## src/rtl/serial_tx_engine.sv

```systemverilog
// serial_tx_engine: frames a parallel payload as start bit, LSB-first data, optional parity and stop bits
module serial_tx_engine #(
   parameter int DATA_W       = 8,
   parameter int CLKS_PER_BIT = 16,
   parameter int PARITY_EN    = 0,
   parameter int PARITY_ODD   = 0,
   parameter int STOP_BITS    = 1
) (
   input  logic              clk,
   input  logic              rst_n,
   input  logic [DATA_W-1:0] tx_data,
   input  logic              tx_valid,
   output logic              tx_ready,
   output logic              tx,
   output logic              busy,
   output logic              done
);
   localparam int CNT_W = $clog2(CLKS_PER_BIT);
   localparam int IDX_W = $clog2(DATA_W);
   localparam logic [CNT_W-1:0] CNT_MAX  = CNT_W'(CLKS_PER_BIT - 1);
   localparam logic [IDX_W-1:0] DATA_MAX = IDX_W'(DATA_W - 1);
   localparam logic [IDX_W-1:0] STOP_MAX = IDX_W'(STOP_BITS - 1);

   typedef enum logic [2:0] {IDLE, START, DATA, PARITY, STOP} state_t;

   state_t            state, state_n;
   logic [CNT_W-1:0]  cnt, cnt_n;
   logic [IDX_W-1:0]  idx, idx_n;
   logic [DATA_W-1:0] shreg, shreg_n;
   logic              par, par_n, tx_n, done_n, bit_end, last;

   assign tx_ready = state == IDLE;
   assign busy     = state != IDLE;

   // state register; an asserted reset abandons any frame in flight
   always_ff @(posedge clk or negedge rst_n) begin
      if (!rst_n) begin
         state <= IDLE;
         cnt   <= '0;
         idx   <= '0;
         shreg <= '0;
         par   <= 1'b0;
         tx    <= 1'b1;
         done  <= 1'b0;
      end else begin
         state <= state_n;
         cnt   <= cnt_n;
         idx   <= idx_n;
         shreg <= shreg_n;
         par   <= par_n;
         tx    <= tx_n;
         done  <= done_n;
      end
   end

   // next state, bit timing and the registered line value derived from the next state
   always_comb begin
      bit_end = cnt == CNT_MAX;
      last    = bit_end && idx == (state == STOP ? STOP_MAX : DATA_MAX);
      state_n = state;
      case (state)
         IDLE:    if (tx_valid) state_n = START;
         START:   if (bit_end) state_n = DATA;
         DATA:    if (last) state_n = (PARITY_EN != 0) ? PARITY : STOP;
         PARITY:  if (bit_end) state_n = STOP;
         STOP:    if (last) state_n = IDLE;
         default: state_n = IDLE;
      endcase
      cnt_n   = (state == IDLE || bit_end) ? '0 : cnt + 1'b1;
      idx_n   = (state_n != state) ? '0 : bit_end ? idx + 1'b1 : idx;
      shreg_n = (state == IDLE && tx_valid) ? tx_data : (state == DATA && bit_end) ? shreg >> 1 : shreg;
      par_n   = (state == IDLE && tx_valid) ? (^tx_data) ^ (PARITY_ODD != 0) : par;
      tx_n    = state_n == START ? 1'b0 : state_n == DATA ? shreg_n[0] : state_n == PARITY ? par : 1'b1;
      done_n  = state == STOP && state_n == IDLE;
   end
endmodule

```

## config.mk

```make
export PLATFORM = sky130hd
export DESIGN_NAME = serial_tx_engine
export DESIGN_NICKNAME = d
export VERILOG_FILES = /design/src/rtl/serial_tx_engine.sv
export SDC_FILE = /design/constraint.sdc
export NUM_CORES = 1
export LEC_CHECK = 0
export BUFFER_PORTS_ARGS = -buffer_cell sky130_fd_sc_hd__buf_2
export CELL_PAD_IN_SITES_DETAIL_PLACEMENT = 0
export CELL_PAD_IN_SITES_GLOBAL_PLACEMENT = 1
export CORE_ASPECT_RATIO = 0.5
export CORE_UTILIZATION = 25
export CTS_BUF_LIST = sky130_fd_sc_hd__clkbuf_4
export CTS_CLUSTER_DIAMETER = 150
export DETAILED_ROUTE_END_ITERATION = 8
export PLACE_DENSITY_LB_ADDON = 0.1
export SYNTH_ARGS = -nofsm -noshare
export SYNTH_HDL_FRONTEND = slang
export SYNTH_SLANG_ARGS = --single-unit
```

## constraint.sdc

```tcl
create_clock -name clk -period 3 [get_ports clk]
set_input_delay 0.15 -clock clk [delete_from_list [all_inputs] [get_ports clk]]
set_output_delay 0.15 -clock clk [all_outputs]
set_load 0.05 [all_outputs]
```

==> reports/metrics.json, run 1 <==
{
  "place.port_buffers": 14,
  "cells_along_the_critical_path": "ha_1 -> and3_1 -> nand3_1 -> mux2i_1 -> o21ai_0",
  "detail_route.vias_per_cell": 4.466,
  "finalWeightedCongestion": 0.6742,
  "initial_core_util": 0.2710,
  "syn_area_per_cell_um2": 10.24,
  "firstDrtPassIters": 4,
  "synth.top_cells.by_area": "sky130_fd_sc_hd__dfrtp_1 46%, sky130_fd_sc_hd__xnor2_1 7.2%, sky130_fd_sc_hd__mux2i_1 6.4%",
  "outcome": "finished clean",
  "vdd_drop_max_mv": 0.1116,
  "layout_worst_path_cycle_share": 0.5925,
  "worst_hold_slack_ns": 0.06908,
  "floorplan.die_area_mm2": 0.004669,
  "die_outline_height_um": 48.82,
  "yosys_warnings": 0,
  "synth_flop_cell": "sky130_fd_sc_hd__dfrtp_1",
  "crit_required_ns": 3.19,
  "drtIter0Drc": 39,
  "synthTopCellsByCount": "20 x sky130_fd_sc_hd__dfrtp_1, 12 x sky130_fd_sc_hd__nand2_1, 9 x sky130_fd_sc_hd__o21ai_0, 9 x sky130_fd_sc_hd__xnor2_1",
  "post-route-worst-setup-slack_ns": 1.223,
  "totalNegativeSetupSlack_ns": 0,
  "synthDominantCellAreaShare": 0.4566,
  "cts.root.buffer_cell": "sky130_fd_sc_hd__clkbuf_4",
  "global_route.usage.total": 0.1170,
  "clkSinkCount": 21,
  "final_layout_size_suffix_gt1_frac": 0.2258,
  "total_length_of_routed_wires_um": 2273,
  "clock.fmax_mhz": 562.6,
  "detail_route.wl_per_cell_um": 12.77,
  "slowest_stage": "sky130_fd_sc_hd__dfrtp_1",
  "postLayoutCoreUtil": 0.3153,
  "first_global_vias": 824,
  "worst_setup_hold_path_clk_slew_ns": 0.12,
  "critPathTopFamily": "simple AND/OR/NAND/NOR gates",
  "placeable_core_area_mm2": 0.004044,
  "critical_path_peak_fanout": 7,
  "grt_util_met2": 0.1548,
  "tightestPinTransition_ns": 0.4802,
  "timing.hold.worst.class": "in -> reg",
  "global_route.overflow_total": 0,
  "yosys.cell_types.count": 29,
  "place_ws_ns": 1.233,
  "crit_type": "reg -> reg",
  "leakage_nw": 0.5720,
  "synth-seq-area-share": 0.4806,
  "dpl.cell_count": 173,
  "slew_viol_final": 0,
  "setup_violations": 0,
  "grt.busiest_layer": "met1",
  "critical_path.endpoint_type": "flop",
  "groute.layer.met3.usage": 0.04673,
  "worst_setup_path_start_kind": "flop",
  "nNetsFinal": 138,
  "grt_first_pass_wirelength_um": 4008,
  "timing.clock.skew_ns": 0.004496,
  "buffers_inserted_by_post_cts_timing_repair": 0,
  "grt_start_max_net_pins": 22,
  "timing.critical_path.arrival_ns": 1.97,
  "finalInstanceArea_mm2": 0.001275,
  "syn-instance-count": 107,
  "detailed_place.area_mm2": 0.001235,
  "ctsLongestPathBuffers": 2,
  "synth_async_sr_flop_share": 1.000,
  "design.portCount": 15,
  "synth_edf_count": 0,
  "number_of_filler_instances_in_the_final_layout": 439,
  "p_total_mw": 0.4914,
  "timing_hold_violations_final": 0,
  "via_count": 795,
  "clock_tree_from_tritoncts": "done",
  "post_synthesis_instance_area_mm2": 0.001096,
  "clkLatencyLatePin_ns": 0.30,
  "layout.cells.non_filler": 178,
  "row_count": 16,
  "syn-num-nets": 120,
  "antenna_found_initial": 0,
  "synth.most_common_cell": "sky130_fd_sc_hd__dfrtp_1",
  "powerDensity_mw_per_mm2": 385.4,
  "drt_drc_violations_left": 0,
  "post_synthesis_sequential_element_count": 21,
  "maxCapViolations": 0,
  "slew_headroom": 0.6799,
  "diodes": 0,
  "die_width_um": 95.64,
  "rsz0062_at_grt": "false",
  "dpl.hpwl_um": 1717,
  "cts_made_buffers": 3,
  "grt_use_met1": 0.1797,
  "cts_htree_levels": 1,
  "timing.critical_path.slowest_cell_delay_ns": 0.39,
  "postRouteAntennaNets": 0,
  "fin_crit_ns": 1.777,
  "critical_path_buf_inv_count": 0,
  "yosysTopAreaCell": "sky130_fd_sc_hd__dfrtp_1",
  "synthToLayoutAreaGrowth_pct": 16.32
}
report_power, final:
part | total (mW) | switching [mW] | internal [mW]
sequential | 0.296 | 0.00427 | 0.292
combinational | 0.0469 | 0.0244 | 0.0225
clock | 0.149 | 0.0877 | 0.0609
total | 0.491 | 0.116 | 0.375
registers in the layout (all words and copies together) (netlist names):
signal and count:
state 3, cnt 4, idx 3, par 1
done 1, tx 1, shreg 8
logic make-up after synthesis:
family	count (synthesis)	synth area share
flip-flops	21	0.4806
multiplexers	8	0.08448
AND/OR/NAND/NOR	32	0.1427
XOR/XNOR	11	0.08791
adder cells (fa/ha/maj)	2	0.02283
buffers and inverters	8	0.03196
AO/OA/AOI/OAI	25	0.1496
final timing paths:
path	startpoint	end	slack, ns	cells past startpoint
min	tx_data[3]	shreg[3]	0.07	3
max in group asynchronous	rst_n	tx	2.33	2
min in group asynchronous	rst_n	shreg[6]	0.32	2
max	cnt[0]	shreg[6]	1.22	5
max reg2reg	cnt[0]	shreg[6]	1.22	5
min reg2reg	cnt[0]	cnt[0]	0.47	1
cells in the final DEF, fill, tap and decap left out, drive strengths merged, types with 3 or more instances in the layout:
cell type	n
nand2	12
a21oi	3
o21ai	11
buf	16
clkbuf	4
xnor2	9
dfrtp	20
nor2	7
a211oi	5
and3	3
inv	4
mux2i	8
nand3	3
metal layers:
metal / share of wire / vias up / wire [um]
met5: 0 / - / 0
met4: 0.0053 / 0 / 12
met3: 0.036 / 2 / 82
met2: 0.40 / 11 / 910
met1: 0.56 / 369 / 1266
li1: - / 413 / -
layout make-up:
cell class | instances | area [um2] | area share
Clock buffer | 4 | 30.03 | 0.02355
Inverter | 4 | 15.01 | 0.01178
Multi-Input combinational cell | 78 | 540.5 | 0.4239
Sequential cell | 21 | 526.8 | 0.4132
Tap cell | 54 | 67.56 | 0.05299
Timing Repair Buffer | 17 | 95.09 | 0.07458
timing repair:
action                    4_1_cts  5_1_grt
hold endpoints to repair       20        0
hold buffers                    1        0
resized for setup               0        0
tightest hold or removal path, delay by kind of cell:
family / cells / cell delay (ns)
buffers and inverters: 1 / 0.09
AO/OA/AOI/OAI: 1 / 0.05
AND/OR/NAND/NOR: 1 / 0.04
Power figures use the tool's default switching activity.
==> inputs of run 2 (changes only) <==
==> constraint.sdc (replaced) <==
create_clock -name clk -period 1.85 [get_ports clk]
set_input_delay 0.0925 -clock clk [delete_from_list [all_inputs] [get_ports clk]]
set_output_delay 0.0925 -clock clk [all_outputs]
set_load 0.05 [all_outputs]
==> run 2 against run 1 <==
  * Non-clock buffer count grew 2
  * First-iteration DRC count rose by 59%
  * Flip-flop and latch count stayed put
  * Count of clock-buffer cells in the layout unchanged
  * Critical path depth rose by 1
  * Die area unchanged
  * Fmax grew 4.8%
  * Global-route usage shrank 0.21 points
  * Critical path type unchanged
  * Highest routed layer unchanged
==> reports/metrics.json, run 2 (synthesized netlist as in run 1, its figures left out) <==
{
  "outcome": "finished clean",
  "maxCapViolations": 0,
  "timing.hold.worst.class": "in -> reg",
  "cells_along_the_critical_path": "ha_1 -> and3_1 -> nand3_1 -> buf_4 -> mux2i_1 -> o21ai_0",
  "timing.critical_path.slowest_cell_delay_ns": 0.41,
  "worstHoldPathCells": 3,
  "post-route-worst-setup-slack_ns": 0.1536,
  "firstDrtPassIters": 4,
  "path_depth": 6,
  "drt_drc_violations_left": 0,
  "diodes": 0,
  "nNetsFinal": 140,
  "worst_setup_path_start_kind": "flop",
  "timing.critical_path.arrival_ns": 1.88,
  "place.port_buffers": 14,
  "slowest_stage": "sky130_fd_sc_hd__dfrtp_1",
  "powerDensity_mw_per_mm2": 613.9,
  "design.portCount": 15,
  "detail_route.wl_per_cell_um": 12.33,
  "global_route.usage.total": 0.1149,
  "largestRegisters": "shreg (8), cnt (4)",
  "dpl.hpwl_um": 1709,
  "die_outline_height_um": 48.82,
  "first_global_vias": 805,
  "rsz0062_at_grt": "false",
  "antenna_found_initial": 0,
  "mostFrequentLayoutCell": "sky130_fd_sc_hd__dfrtp_1",
  "slew_headroom": 0.6894,
  "clock_tree_from_tritoncts": "done",
  "timing_hold_violations_final": 0,
  "layout.cells.non_filler": 180,
  "setup_violations": 0,
  "grt_start_max_net_pins": 22,
  "critical_path_peak_fanout": 7,
  "totalNegativeSetupSlack_ns": 0,
  "clock.fmax_mhz": 589.5,
  "crit_type": "reg -> reg",
  "worst_hold_slack_ns": 0.02138,
  "largest_register_ffs": 8,
  "worst_setup_hold_path_clk_slew_ns": 0.11,
  "dpl.cell_count": 175,
  "layout_worst_path_cycle_share": 0.9170,
  "drtIter0Drc": 62,
  "synthToLayoutAreaGrowth_pct": 17.69,
  "final_cell_mix": "20 x sky130_fd_sc_hd__dfrtp_1, 14 x sky130_fd_sc_hd__buf_2, 12 x sky130_fd_sc_hd__nand2_1",
  "floorplan.die_area_mm2": 0.004669,
  "leakage_nw": 0.5803,
  "total_length_of_routed_wires_um": 2219,
  "initial_core_util": 0.2710,
  "die_width_um": 95.64,
  "fin_crit_ns": 1.696,
  "finalWeightedCongestion": 0.6710,
  "cts_htree_levels": 1,
  "vdd_drop_max_mv": 0.1875,
  "critical_path.endpoint_type": "flop",
  "timing.clock.skew_ns": 0.009428,
  "ctsLongestPathBuffers": 2,
  "clkSinkCount": 21,
  "r2r.worst_path.cells": 6,
  "grt_first_pass_wirelength_um": 3974,
  "cts_made_buffers": 3,
  "placeable_core_area_mm2": 0.004044,
  "via_count": 800,
  "final_layout_size_suffix_gt1_frac": 0.2381,
  "clkLatencyLatePin_ns": 0.30,
  "max_flop_register": "shreg",
  "place_ws_ns": 0.1593,
  "critPathTopFamily": "simple AND/OR/NAND/NOR gates",
  "postLayoutCoreUtil": 0.3190,
  "critical_path_buf_inv_count": 1,
  "crit_required_ns": 2.04,
  "tightestPinTransition_ns": 0.4659,
  "postRouteAntennaNets": 0,
  "slew_viol_final": 0,
  "row_count": 16,
  "global_route.overflow_total": 0,
  "detail_route.vias_per_cell": 4.444,
  "cts.root.buffer_cell": "sky130_fd_sc_hd__clkbuf_4"
}
-- run 2: cell types whose count changed in the layout (fill, tap and decap cells not counted), sizes merged --
| cell | change |
|---|---|
| buf | +2 |
-- run 2: power breakdown --
| group | switching, mW | internal (mW) |
|---|---|---|
| Sequential | 0.00696 | 0.473 |
| Combinational | 0.0397 | 0.0365 |
| Clock | 0.137 | 0.0986 |
| Total | 0.184 | 0.608 |
-- run 2: final timing paths --
path	from	end	slack [ns]
setup / recovery	cnt[0]	shreg[4]	0.15
hold / removal	tx_data[5]	shreg[5]	0.02
setup reg to reg	cnt[0]	shreg[4]	0.15
hold reg to reg	cnt[0]	cnt[0]	0.47
max in group asynchronous	rst_n	tx	1.25
min in group asynchronous	rst_n	state[0]	0.26
-- run 2: worst reg2reg max path, delay by kind of cell, from the launching register on --
family / cells / cell delay [ns]
AOI/OAI and AO/OA: 1 / 0.09
adders and majority gates: 1 / 0.26
buffers and inverters: 1 / 0.18
DFF: 1 / 0.41
muxes: 1 / 0.20
and+or+nand+nor: 2 / 0.45
-- run 2: cell type report --
cell class	instances	area [um2]
Multi-Input combinational cell	78	540.5
Clock buffer	4	30.03
Tap cell	54	67.56
Sequential cell	21	526.8
Inverter	4	15.01
Timing Repair Buffer	19	110.1
Fill cell	424	2754
-- run 2: timing repair --
item / 4_1_cts / 5_1_grt
endpoints found under the setup margin: 0 / 0
hold buffers: 1 / 0
endpoints found under the hold margin: 20 / 0
gates resized for setup: 0 / 0
setup buffers: 0 / 0
-- run 2: stage by stage --
step	total power, mW	area [um2]
floorplan	0.5326	1096
global placement	0.5651	1250
detailed placement	0.5654	1250
CTS	0.8111	1290
global route	0.8433	1290
finish	0.7920	1290
-- run 2: layer usage --
layer	vias to the layer above	track usage	routed length, um
met5	-	0	0
met4	0	0.01493	10
met3	2	0.04206	61
met2	9	0.1631	909
met1	364	0.1696	1238
li1	425	-	-
==> inputs of run 3 (changes only) <==
--- a/config.mk
+++ b/config.mk
@@ -14,6 +14,8 @@
 export CTS_CLUSTER_DIAMETER = 150
 export DETAILED_ROUTE_END_ITERATION = 8
 export PLACE_DENSITY_LB_ADDON = 0.1
+export SETUP_SLACK_MARGIN = 0.2
+export SKIP_CTS_REPAIR_TIMING = 1
 export SYNTH_ARGS = -nofsm -noshare
 export SYNTH_HDL_FRONTEND = slang
 export SYNTH_SLANG_ARGS = --single-unit
==> run 3 against run 2 <==
  * Final cell count up 2.8%
  * Cell area up 4.8%
  * Global-route usage barely moved
  * Sequential power about the same
  * First-iteration DRC count down 24%
  * Fmax increased by 8.0%
  * Clock power barely moved
  * Die area did not move
  * Setup slack better by 0.13 ns
  * Non-clock buffer count is 5 higher
  * Combinational power is 7.3% higher
  * Critical path type unchanged
  * Largest cell class unchanged
  * Highest routed layer unchanged
==> reports/metrics.json, run 3 (synthesized netlist as in run 1, its figures left out) <==
{
  "grt_util_met2": 0.1560,
  "timing_hold_violations_final": 0,
  "vdd_drop_max_mv": 0.1726,
  "total_length_of_routed_wires_um": 2317,
  "die_outline_height_um": 48.82,
  "placeable_core_area_mm2": 0.004044,
  "groute.layer.met3.usage": 0.04206,
  "leakage_nw": 0.5800,
  "switching_share": 0.2513,
  "intPower_mw": 0.5960,
  "grt_start_max_net_pins": 22,
  "max_flop_register": "shreg",
  "dpl.hpwl_um": 1685,
  "worst_hold_slack_ns": 0.01346,
  "timing.hold.worst.class": "in -> reg",
  "die_width_um": 95.64,
  "timing.critical_path.arrival_ns": 1.82,
  "worst_setup_hold_path_clk_slew_ns": 0.13,
  "comb_power_share": 0.103,
  "worst_setup_path_start_kind": "flop",
  "antenna_found_initial": 0,
  "grt.busiest_layer": "met1",
  "power_frac_seq": 0.602,
  "mostFrequentLayoutCell": "sky130_fd_sc_hd__dfrtp_1",
  "clkSinkCount": 21,
  "clock.fmax_mhz": 636.9,
  "global_route.usage.total": 0.1152,
  "slew_headroom": 0.6743,
  "cts.root.buffer_cell": "sky130_fd_sc_hd__clkbuf_4",
  "multi_input_comb_area_um2": 550.5,
  "grt_first_pass_wirelength_um": 4008,
  "ctsLongestPathBuffers": 2,
  "fin_crit_ns": 1.570,
  "nNetsFinal": 145,
  "powerDensity_mw_per_mm2": 588.5,
  "place.port_buffers": 14,
  "final_layout_size_suffix_gt1_frac": 0.2977,
  "cts_htree_levels": 1,
  "layout.cells.non_filler": 185,
  "final-seq-area_um2": 530.5,
  "layout_worst_path_cycle_share": 0.8487,
  "largest_register_ffs": 8,
  "first_global_vias": 807,
  "clkLatencyLatePin_ns": 0.31,
  "final_cell_mix": "17 x sky130_fd_sc_hd__dfrtp_1, 14 x sky130_fd_sc_hd__buf_2, 11 x sky130_fd_sc_hd__nand2_1",
  "diodes": 0,
  "detail_route.wl_per_cell_um": 12.52,
  "number_of_filler_instances_in_the_final_layout": 439,
  "initial_core_util": 0.2710,
  "outcome": "finished clean",
  "global_route.overflow_total": 0,
  "clock_tree_from_tritoncts": "done",
  "largestRegisters": "shreg (8), cnt (4)",
  "design.portCount": 15,
  "drt_drc_violations_left": 0,
  "drtIter0Drc": 47,
  "timing.clock.skew_ns": 0.003152,
  "setup_violations": 0,
  "firstDrtPassIters": 4,
  "totalNegativeSetupSlack_ns": 0,
  "place_ws_ns": 0.1561,
  "grt_use_met1": 0.1732,
  "post-route-worst-setup-slack_ns": 0.2799,
  "rsz0062_at_grt": "true",
  "p_clk_frac": 0.295,
  "synthToLayoutAreaGrowth_pct": 23.40,
  "maxCapViolations": 0,
  "row_count": 16,
  "critical_path_peak_fanout": 8,
  "finalWeightedCongestion": 0.6696,
  "cts_made_buffers": 3,
  "tightestPinTransition_ns": 0.4886,
  "netSwitchingPower_mw": 0.2001,
  "slew_viol_final": 0,
  "crit_required_ns": 2.10,
  "postRouteAntennaNets": 0,
  "critical_path.endpoint_type": "flop",
  "via_count": 842,
  "dpl.cell_count": 175,
  "crit_type": "reg -> reg",
  "floorplan.die_area_mm2": 0.004669,
  "p_total_mw": 0.7960,
  "detail_route.vias_per_cell": 4.551
}
[run 3: cell types whose count changed in the layout (fill, tap and decap cells not counted), moves of 2 or more]
| cell | previous run | this run |
|---|---|---|
| sky130_fd_sc_hd__clkinvlp_4 | 0 | 2 |
| sky130_fd_sc_hd__buf_4 | 4 | 6 |
| sky130_fd_sc_hd__dlygate4sd3_1 | 1 | 4 |
| sky130_fd_sc_hd__dfrtp_1 | 20 | 17 |
| sky130_fd_sc_hd__dfrtp_2 | 0 | 3 |
[run 3: area by class of cell]
| class | instances | area share |
|---|---|---|
| clock buffer | 3 | 0.01665 |
| inverter | 4 | 0.01388 |
| clock inverter | 1 | 0.005550 |
| multi-input combinational | 78 | 0.4070 |
| timing repair buffer | 24 | 0.1147 |
| tap | 54 | 0.04995 |
| sequential | 21 | 0.3922 |
[run 3: power groups by stage]
stage               sequential, mW  combinational [mW]  clock [mW]
finish                       0.479              0.0818       0.235
global route                 0.482              0.0951       0.272
CTS                          0.480              0.0773       0.253
detailed placement           0.489              0.0769           0
global placement             0.489              0.0758           0
floorplan                    0.492              0.0408           0
[run 3: path summary, 6_finish.rpt]
check                      startpoint  slack (ns)  depth (start not counted)        to
setup / recovery             state[2]        0.28                          4        tx
hold / removal             tx_data[6]        0.01                          3  shreg[6]
setup reg to reg             state[2]        0.28                          4        tx
hold reg to reg              shreg[7]        0.54                          2  shreg[7]
max in group asynchronous       rst_n        1.24                          2  state[0]
min in group asynchronous       rst_n        0.26                          2  shreg[6]
[run 3: critical path, cell delays in order, from the launching register on]
cell and delay (ns):
sky130_fd_sc_hd__dfrtp_2 0.48, sky130_fd_sc_hd__or3b_1 0.45, sky130_fd_sc_hd__o21a_1 0.20, sky130_fd_sc_hd__a211oi_1 0.25, sky130_fd_sc_hd__a22oi_1 0.13
[run 3: per-layer routing]
metal  vias to the layer above  share of wire
li1                        426              -
met1                       395           0.52
met2                        19           0.43
met3                         2          0.041
met4                         0         0.0043
met5                         -              0
[run 3: through the flow]
step | utilization | area (um2)
floorplan | - | 1102
global placement | 0.3106 | 1256
detailed placement | 0.3106 | 1256
CTS | 0.3181 | 1286
global route | 0.3345 | 1353
finish | 0.3345 | 1353
